--- src/rtl/cs_result_fifo_if.sv ---
// Result handshake bundle between cs_result_fifo and its consumer.
// Ports: out_data/out_valid driven by the FIFO (master), out_ready by the consumer (slave).
interface cs_result_fifo_if #(
    parameter int DW = 10
);
    logic [DW-1:0] out_data;
    logic          out_valid;
    logic          out_ready;

    modport master (
        output out_data,
        output out_valid,
        input  out_ready
    );

    modport slave (
        input  out_data,
        input  out_valid,
        output out_ready
    );
endinterface

--- src/rtl/cs_result_fifo.sv ---
// Result FIFO behind the CS filter: drops warm-up outputs, then queues one Y per clock.
// Ports: clk, reset (sync, high), restart, y_in -> res (data/valid/ready), level, full,
// overflow, drop_cnt. Define CS_RESULT_STATS_EN to add y_min/y_max outputs.
module cs_result_fifo #(
    parameter int DW     = 10,
    parameter int DEPTH  = 8,
    parameter int AW     = 3,
    parameter int WARMUP = 9
) (
    input  logic            clk,
    input  logic            reset,
    input  logic            restart,
    input  logic [DW-1:0]   y_in,
    cs_result_fifo_if.master res,
    output logic [AW:0]     level,
    output logic            full,
    output logic            overflow,
    output logic [7:0]      drop_cnt
`ifdef CS_RESULT_STATS_EN
    ,
    output logic [DW-1:0]   y_min,
    output logic [DW-1:0]   y_max
`endif
);
    localparam int CW = (WARMUP > 1) ? $clog2(WARMUP) : 1;

    typedef enum logic {
        WARM = 1'b0,
        RUN  = 1'b1
    } state_t;

    state_t        state;
    state_t        state_n;
    logic [CW-1:0] warm_cnt;

    logic [DW-1:0] mem [DEPTH];
    logic [AW-1:0] wr_ptr;
    logic [AW-1:0] rd_ptr;

    logic clr;
    logic pop;
    logic push_req;
    logic push_ok;
    logic drop;

    assign clr = reset | restart;

    assign res.out_valid = (level != '0);
    assign res.out_data  = mem[rd_ptr];
    assign full          = (level == (AW+1)'(DEPTH));

    assign pop      = res.out_valid & res.out_ready;
    assign push_req = (state == RUN);
    // A full FIFO still takes the new sample if the head leaves on the same edge.
    assign push_ok  = push_req & (~full | pop);
    assign drop     = push_req & full & ~pop;

    always_comb begin
        state_n = state;
        unique case (state)
            WARM: if (warm_cnt == CW'(WARMUP - 1)) state_n = RUN;
            RUN:  state_n = RUN;
            default: state_n = WARM;
        endcase
    end

    always_ff @(posedge clk) begin
        if (clr) begin
            state    <= WARM;
            warm_cnt <= '0;
        end else begin
            state <= state_n;
            if (state_n == WARM) warm_cnt <= warm_cnt + CW'(1);
        end
    end

    always_ff @(posedge clk) begin
        if (clr) begin
            wr_ptr   <= '0;
            rd_ptr   <= '0;
            level    <= '0;
            overflow <= 1'b0;
            drop_cnt <= '0;
        end else begin
            if (push_ok) wr_ptr <= wr_ptr + AW'(1);
            if (pop)     rd_ptr <= rd_ptr + AW'(1);
            level <= level + (AW+1)'(push_ok) - (AW+1)'(pop);
            if (drop) begin
                overflow <= 1'b1;
                if (drop_cnt != 8'hFF) drop_cnt <= drop_cnt + 8'd1;
            end
        end
    end

    // Storage needs no reset; out_data is only meaningful while out_valid is high.
    always_ff @(posedge clk) begin
        if (!clr && push_ok) mem[wr_ptr] <= y_in;
    end

`ifdef CS_RESULT_STATS_EN
    always_ff @(posedge clk) begin
        if (clr) begin
            y_min <= '1;
            y_max <= '0;
        end else if (push_ok) begin
            if (y_in < y_min) y_min <= y_in;
            if (y_in > y_max) y_max <= y_in;
        end
    end
`endif
endmodule

--- src/flat_wrapper.sv ---
// flat-port wrapper written by rule: the top's interface ports become plain ports
module cs_result_fifo_flat 
#(
    parameter int DW     = 10,
    parameter int DEPTH  = 8,
    parameter int AW     = 3,
    parameter int WARMUP = 9
)
  (clk, reset, restart, y_in, level, full, overflow, drop_cnt, res_out_data, res_out_valid, res_out_ready);
  cs_result_fifo_if #(.DW(DW)) res_i ();
  input  logic clk;
  input  logic reset;
  input  logic restart;
  input  logic [DW-1:0] y_in;
  output logic [AW:0] level;
  output logic full;
  output logic overflow;
  output logic [7:0] drop_cnt;
  output wire logic [$bits(res_i.out_data)-1:0] res_out_data;
  output wire logic [$bits(res_i.out_valid)-1:0] res_out_valid;
  input wire logic [$bits(res_i.out_ready)-1:0] res_out_ready;
  assign res_out_data = res_i.out_data;
  assign res_out_valid = res_i.out_valid;
  assign res_i.out_ready = res_out_ready;
  cs_result_fifo #(.DW(DW), .DEPTH(DEPTH), .AW(AW), .WARMUP(WARMUP)) u_core (.clk(clk), .reset(reset), .restart(restart), .y_in(y_in), .res(res_i), .level(level), .full(full), .overflow(overflow), .drop_cnt(drop_cnt));
endmodule
--- config.mk ---
export PLATFORM = sky130hd
export DESIGN_NAME = cs_result_fifo_flat
export DESIGN_NICKNAME = d
export VERILOG_FILES = /design/src/rtl/cs_result_fifo_if.sv /design/src/rtl/cs_result_fifo.sv /design/src/flat_wrapper.sv
export SDC_FILE = /design/constraint.sdc
export NUM_CORES = 1
export LEC_CHECK = 0
export CORE_UTILIZATION = 51
export CTS_CLUSTER_DIAMETER = 150
export DETAILED_ROUTE_END_ITERATION = 6
export PLACE_DENSITY = 0.75
export SLEW_MARGIN = 25
export SYNTH_ARGS = -nofsm -noshare
export SYNTH_HDL_FRONTEND = slang
export SYNTH_SLANG_ARGS = --single-unit
--- constraint.sdc ---
create_clock -name clk -period 2.81 [get_ports clk]
set_clock_uncertainty 0.15 [all_clocks]
set_input_delay 0.562 -clock clk [delete_from_list [all_inputs] [get_ports clk]]
set_output_delay 0.562 -clock clk [all_outputs]
set_load 0.02 [all_outputs]
**After elaboration in Yosys (flattened, before gate mapping)**

Memories as Yosys holds them, arrays and structs flattened. A register that Yosys moved wholly into a read port is not among the register bits.
Cells that the tools add are included.

- Memories: 1
- Memory bits (read-only): 0
- Output and inout bits: 25
- Bits in latches: 0
- Bits in writable memories: 80
- Word-level logic and storage cells: 36
- Input bits: 14
- Flip-flop bits (word level): 24

- Muxes and demuxes: 6
- Bitwise logic cells: 9
- Add/sub/neg operators: 6
- Shift operators: 0
- Magnitude comparators: 0
- Reductions and logical operators: 4
- Divide/modulo/power cells: 0
- Equal/unequal tests: 3
- Multiply operators: 0

Memory list:

| memory | depth | width | rd ports | clocked after Yosys merged registers in | write ports | RTL line | text |
|---|---|---|---|---|---|---|---|
| u_core.mem | 8 | 10 | 1 | 1 | 1 | cs_result_fifo.sv:36 | `logic [DW-1:0] mem [DEPTH];` |

Operators by type and width:

| kind | number |
|---|---|
| $add 8x1->8 const B | 1 |
| $eq 4x4->1 const B | 2 |
| $ne 8x8->1 const B | 1 |
| $add 3x1->3 const B | 2 |
| $mux 3 | 2 |
| $add 4x1->4 | 1 |
| $add 4x1->4 const B | 1 |
| $and 1x1->1 | 4 |
| $reduce_bool 4->1 | 1 |
| $sub 4x1->4 | 1 |
| $mux 1 | 3 |
| $not 1->1 | 3 |
| $or 1x1->1 | 2 |
| $pmux 1 s2 | 1 |
| $reduce_and 2->1 | 1 |
| $logic_and 1x1->1 | 1 |
| $logic_not 1->1 | 1 |

**Longest topological paths before layout**

Gate-level depths: netlist (run 1).

- Depth after elaboration: 7
- Gate-level depth with buffers: 12
- Mapped depth without buffers: 12

**Worst setup path after synthesis (run 1)**

OpenSTA, ideal clock, no wires.

- Path type: flip-flop to flip-flop
- From: reg u_core.level[2]
- To: mem u_core.mem[4][0], enable pin
- Setup slack: -0.176 ns
- Setup time: 0.403 ns
- Period minus slack after synthesis: 2.986 ns
- Cell stages (with the launch flop): 7
- Data arrival time: 2.432 ns
- Path buffers: 0
- Data required time: 2.257 ns
- Cell sequence: dfxtp_1 -> inv_1 -> ha_1 -> nor3b_4 -> a21boi_2 -> nand2_1 -> nor4_1

- Longest elaborated chain between the ends: 7
- Elaborated cells on any way between the ends: 9
- Those cells by class: 1 x eq/ne; 2 x mux; 4 x bitwise; 2 x reduce/logical

Ends and longest elaborated chain:

| element | RTL line | text |
|---|---|---|
| start, declared | cs_result_fifo.sv:15 | `output logic [AW:0] level,` |
| start signal, assigned | cs_result_fifo.sv:87 | `level <= level + (AW+1)'(push_ok) - (AW+1)'(pop);` |
| $eq 4x4->1 | cs_result_fifo.sv:50 | `assign full = (level == (AW+1)'(DEPTH));` |
| net full | flat_wrapper.sv:16 | `output logic full;` |
| $not 1->1 | cs_result_fifo.sv:55 | `assign push_ok = push_req & (~full \| pop);` |
| $or 1x1->1 | cs_result_fifo.sv:55 |  |
| $and 1x1->1 | cs_result_fifo.sv:55 |  |
| net u_core.push_ok | cs_result_fifo.sv:43 | `logic push_ok;` |
| $logic_and 1x1->1 | cs_result_fifo.sv:97 | `if (!clr && push_ok) mem[wr_ptr] <= y_in;` |
| $mux 1 | cs_result_fifo.sv:97 |  |
| $mux 1 (not written as such) | cs_result_fifo.sv:97 |  |
| end, declared | cs_result_fifo.sv:36 |  |

The timed path passes the listed nets, and every way through them passes these cells.

==> results of run 1 <==
## worst max-delay path by stage
stage	startpoint	endpoint	cells after the start
after floorplan	u_core.level[2]	u_core.mem[5][0]	6
after global placement	flop	res_out_data[6]	4
after detailed placement	res_out_ready	u_core.mem[4][4]	6
after CTS	flop	res_out_data[1]	4
after global routing	flop	res_out_data[1]	4
final	flop	res_out_data[1]	4
## cell type report
type,count,share of cell area [%]
Sequential cell,107,56.4
Multi-Input combinational cell,139,25.2
Timing Repair Buffer,55,10.3
Tap cell,105,2.51
Clock buffer,9,2.37
Clock inverter,7,2.32
Inverter,13,0.934
## registers in the layout (all words and copies together) (netlist names), named ones only
register / count
u_core.mem: 80
u_core.level: 4
u_core.wr_ptr: 3
u_core.drop_cnt: 8
u_core.overflow: 1
u_core.push_req: 1
u_core.warm_cnt: 4
u_core.rd_ptr: 3
## repair_timing
| item | 4_1_cts | 5_1_grt |
|---|---|---|
| gates cloned | 0 | 1 |
| setup endpoints to repair | 10 | 11 |
| buffers inserted | 0 | 0 |
| resized for setup | 10 | 4 |
## layout by cell type (no fill, tap or decap), types with 2 or more instances in the layout
cell type        synthesis  layout
a21o_1                   2       2
a21oi_1                 10      10
and2_1                   2       2
and3_1                   2       2
buf_12                   0       2
buf_4                    1      14
bufinv_16                0       3
clkbuf_8                 0       9
clkdlybuf4s50_1          0      28
dfxtp_1                 27      26
dlygate4sd2_1            0      10
edfxtp_1                80      80
ha_1                    11      11
inv_1                   13      13
inv_6                    0       3
mux2_2                  10      10
mux2i_1                  3       3
mux4_2                  20      20
nand2_1                  9       8
nand2b_1                 2       2
nand3_1                  6       6
nand4_1                  2       2
nor2_1                  24      24
nor3_1                   2       2
nor4_2                   1       3
o21ai_0                  3       3
o31ai_1                  2       2
or3_1                    2       2
or4_1                    4       4
xnor2_1                  3       3
xor2_1                   4       4
## power by group
group	total, mW	leakage (nW)	switching (mW)	internal [mW]
logic	0.520	0.652	0.251	0.268
clock network	1.11	0.125	0.510	0.600
registers	1.73	0.937	0.0180	1.71
## per-stage QoR
step | power (mW) | hold WS (ns) | area (um2) | utilization, % | std cells
6_report | 3.36 | 0.344 | 5230 | 63.6 | 435
5_1_grt | 3.50 | 0.381 | 5230 | 63.6 | 435
4_1_cts | 3.36 | 0.348 | 5190 | 63.2 | 434
3_5_place_dp | 2.27 | 0.317 | 4960 | 60.3 | 418
3_3_place_gp | 2.26 | 0.307 | 4960 | 60.3 | 418
2_1_floorplan | 2.09 | 0.312 | 4340 | - | 268
## kinds of logic after synthesis
group / share of synthesized area [%]
simple gates: 7.83
xor+xnor: 1.42
flops: 68.0
buf+inv: 2.05
compound gates: 3.38
fa+ha+maj: 3.64
mux: 13.7
## per-layer routing
metal  vias to the layer above  wire length [um]  part of all wire, %  track usage, %
met5                         -                 0                    0               0
li1                       1142                 -                    -               -
met2                        48              3740                   49            31.1
met4                         0               115                  1.5            6.92
met1                      1157              3540                   46            25.2
met3                        15               263                  3.4            3.32
## worst max-delay path, stage by stage (launching register included)
cell and delay, ns:
dfxtp_4 0.39, buf_12 0.16, mux4_2 0.50, mux2_2 0.29, dlygate4sd2_1 0.33
==> impl_metrics.tcl, run 1 <==
set metrics [dict create \
    regToRegSetupSlack_ns 0.31 \
    multiInputGateArea_um2 1320 \
    clk_path_buf_depth 2 \
    area_growth_pct 20.7 \
    avgRoutedWirePerCell_um 17.6 \
    viasPerCell 5.43 \
    htreeDepth 3 \
    yosysTopAreaCellShare_pct 55.5 \
    antenna_found_initial 0 \
    root_buffer "clkbuf_8" \
    tightest_slew_ns 0.530 \
    portBuffers 38 \
    hold_path_class "reg -> reg" \
    crit_type "reg -> out" \
    yosysTopAreaCell "edfxtp_1" \
    fmaxAchievable_ghz 0.367 \
    status "finished clean" \
    ir_worst_vdd_mv 0.457 \
    cts_sinks 107 \
    seqCellArea_um2 2950 \
    worst-path-max-fanout 10 \
    avgSynthCellArea_um2 16.2 \
    crit_arrival_ns 2.02 \
    synth.area.top_cells "edfxtp_1 (55%), dfxtp_1 (12%), mux4_2 (10%), ha_1 (3.2%), mux2_2 (2.6%)" \
    setup_violations 0 \
    cap_violations 0 \
    fillers 598 \
    via_count 2362 \
    cts_buffers 9 \
    gr-total-overflow 0 \
    fp.dieW_um 94.1 \
    tns_ns 0 \
    synthFlopType "edfxtp_1" \
    yosysMostFrequentCell "edfxtp_1" \
    drc_errors 0 \
    power_density_nw_per_um2 643 \
    slew_headroom_pct 64.5 \
    finalNetCount 351 \
    ys_async_sr_fraction_pct 0 \
    gp_congestion 0.728 \
    synth_edf_count 80 \
    initial_core_util_pct 52.7 \
    grt_max_degree 21 \
    reg2reg_from "u_core.level[2]" \
    fin_crit_ns 2.73 \
    start_kind "flop" \
    synth-warning-count 0 \
    drt_first_pass_iters 7 \
    synth_common_cells "edfxtp_1 (80), dfxtp_1 (27), nor2_1 (24), mux4_2 (20), inv_1 (13)" \
    hold_viol_final 0 \
    rsz0062_at_grt "false" \
    p_leak_nw 1.71 \
    n_antenna_cell 0 \
    synthCells 268 \
    rows 33 \
    synth_cell_types 41 \
    hold_depth 2 \
    pre_cts_slack_ns 0.162 \
    die_h_um 94.1 \
    grt_pass1_vias 2347 \
    hold_end "u_core.overflow" \
    coreArea_um2 8220 \
    cts_tree "built" \
    timing.rr.end "u_core.level[2]" \
    netlist_area_um2 4330 \
    die_area_um2 8860 \
    drive_gt1_share_pct 22.4 \
    synth-seq-cells 107 \
    hp-start "u_core.overflow" \
    ioPinCount 39 \
    layout_setup_ws_ns 0.0816 \
    drt_iter0_drc 90 \
    ant_nets 0 \
    end_kind "output pin" \
    wl_um 7660 \
    synth_seq_area_share_pct 68.0 \
    maxSlewViolCount 0 \
    cts_hold_buf 0 \
    post-dp-hpwl_um 4840 \
    syn-num-nets 294 \
    critPathRequiredTime_ns 2.10 \
    grt_usage_pct 18.9 \
    rr_worst_depth 12 \
    min_period_over_period_pct 97.1 \
    grt_pass1_wl_um 12100 \
    clk_latency_ns 0.35 \
    cts.clk_slew.worst_paths_ns 0.09 \
]
Note: power is estimated with default switching activity, not from simulation.
==> run 2: changes to the inputs <==
- CORE_MARGIN: unset -> 5
==> run 2 against run 1 <==
Against the previous run: core utilization decreased by 0.61 points; first-iteration DRC count up 20%; combinational power fell by 2%; via count increased by 1.8%; power fell by 3.0%; worst setup slack improved by 0.0014 ns; worst hold slack hardly changed; die area grew 18%; fmax about the same; routed wire length is 1.8% higher; global-route usage down 3.2 points; critical path type unchanged; highest routed layer unchanged.
==> impl_metrics.tcl, run 2 (synthesized netlist as in run 1, its figures left out) <==
set metrics [dict create \
    area_growth_pct 20.1 \
    crit_family "multiplexers" \
    tightest_slew_ns 0.557 \
    drc_errors 0 \
    gr-usage-met1_pct 20.9 \
    hold_viol_final 0 \
    cap_violations 0 \
    ioPinCount 39 \
    critPathSlowestCell "mux4_2" \
    ant_nets 0 \
    coreArea_um2 8260 \
    timing.hold.ws_ns 0.344 \
    fp.dieW_um 102 \
    layout_commonest_cell "edfxtp_1" \
    antenna_found_initial 0 \
    clk_path_buf_depth 2 \
    post-dp-hpwl_um 4920 \
    crit_arrival_ns 2.02 \
    grt_usage_pct 15.7 \
    cts.clk_slew.worst_paths_ns 0.10 \
    initial_core_util_pct 52.4 \
    worst-path-max-fanout 10 \
    rsz0062_at_grt "false" \
    root_buffer "clkbuf_8" \
    fmaxAchievable_ghz 0.367 \
    fin_crit_ns 2.73 \
    viasPerCell 5.53 \
    drt_iter0_drc 108 \
    crit_type "reg -> out" \
    grt_pass1_vias 2394 \
    setup_violations 0 \
    cts_hold_buf 0 \
    gr-total-overflow 0 \
    layoutNonFillerInstCount 435 \
    maxSlewViolCount 0 \
    start_kind "flop" \
    critPathMaxStageDelay_ns 0.49 \
    hold_path_class "reg -> reg" \
    end_kind "output pin" \
    use_met2_pct 25.2 \
    min_period_over_period_pct 97.0 \
    max_flop_register "u_core.mem" \
    final_cell_mix "edfxtp_1 (80), clkdlybuf4s50_1 (28), dfxtp_1 (26)" \
    avgRoutedWirePerCell_um 17.9 \
    drive_gt1_share_pct 21.8 \
    drt_first_pass_iters 4 \
    critPathRequiredTime_ns 2.10 \
    clk_latency_ns 0.36 \
    tns_ns 0 \
    fin_util_pct 63.0 \
    power_mw 3.26 \
    worstPathBufferInverterCount 2 \
    p_leak_nw 1.70 \
    n_antenna_cell 0 \
    largestRegisters "u_core.mem (80), u_core.drop_cnt (8)" \
    slew_headroom_pct 62.7 \
    top_usage_layer "met2" \
    ir_worst_vdd_mv 0.439 \
    status "finished clean" \
    numPlacedInstances 418 \
    power_density_nw_per_um2 627 \
    largest_register_ffs 80 \
    portBuffers 38 \
    htreeDepth 3 \
    die_area_um2 10400 \
    gr-usage-met3_pct 3.96 \
    finalNetCount 351 \
    cts_tree "built" \
    grt_max_degree 21 \
    grt_pass1_wl_um 12100 \
    die_h_um 102 \
    rows 33 \
    cts_buffers 9 \
    wl_um 7800 \
    via_count 2405 \
    cts_sinks 107 \
    gp_congestion 0.764 \
    path_cells "clkbuf_16 > mux4_2 > mux2_2 > dlygate4sd2_1" \
]
-- run 2: changes by cell type in the layout (fill, tap and decap cells not counted), sizes merged --
cell,change
clkinv,+2
clkdlybuf4s15,+3
dlygate4sd2,-3
inv,-1
bufinv,-1
-- run 2: final timing paths --
path              depth (start not counted)          endpoint             start  slack, ns
setup reg to reg                         12   u_core.level[2]   u_core.level[2]       0.19
hold reg to reg                           2  u_core.rd_ptr[1]  u_core.rd_ptr[1]       0.34
hold / removal                            2  u_core.rd_ptr[1]  u_core.rd_ptr[1]       0.34
setup / recovery                          4   res_out_data[2]              flop       0.08
-- run 2: routing by layer --
| metal | wire [um] | vias to the layer above |
|---|---|---|
| li1 | - | 1139 |
| met1 | 3520 | 1191 |
| met2 | 3730 | 62 |
| met3 | 388 | 13 |
| met4 | 158 | 0 |
| met5 | 0 | - |
-- run 2: stage by stage --
stage | setup WS (ns) | instance area (um2)
6_report | 0.0830 | 5200
3_3_place_gp | 0.205 | 4960
4_1_cts | 0.00531 | 5170
2_1_floorplan | 0.116 | 4340
5_1_grt | 0.00757 | 5200
3_5_place_dp | 0.181 | 4960
-- run 2: timing repair --
action | in CTS | in global routing
pin swaps | 0 | 0
gates resized for setup | 13 | 2
endpoints found under the setup margin | 10 | 10
setup buffers | 0 | 0
hold endpoints to repair | 0 | 0
cloned | 0 | 1
-- run 2: area by class of cell --
class	instances	area, um2
multi-input cells	139	1310
clock inverters	7	98.8
clock buffers	9	124
fillers	624	3060
well taps	105	131
repair buffers	55	542
flip-flops and latches	107	2950
inverters	13	48.8
-- run 2: worst reg2reg max path, stage by stage (launching register included) --
cell and delay [ns]:
dfxtp_1 0.32, inv_1 0.10, ha_1 0.16, or3b_2 0.49
nand2_1 0.14, inv_1 0.06, ha_1 0.27, inv_1 0.06
ha_1 0.16, inv_1 0.06, fa_1 0.37, xor2_1 0.15
nor2_1 0.09
-- run 2: power breakdown --
part,leakage (nW),internal [mW],switching [mW]
clock,0.112,0.508,0.510
combinational,0.649,0.261,0.249
sequential,0.937,1.71,0.0192
==> run 3: changes to the inputs <==
- CTS_CLUSTER_SIZE: unset -> 12
==> results of run 3 <==
The final DEF is identical to that of run 2; final timing and power are the same.
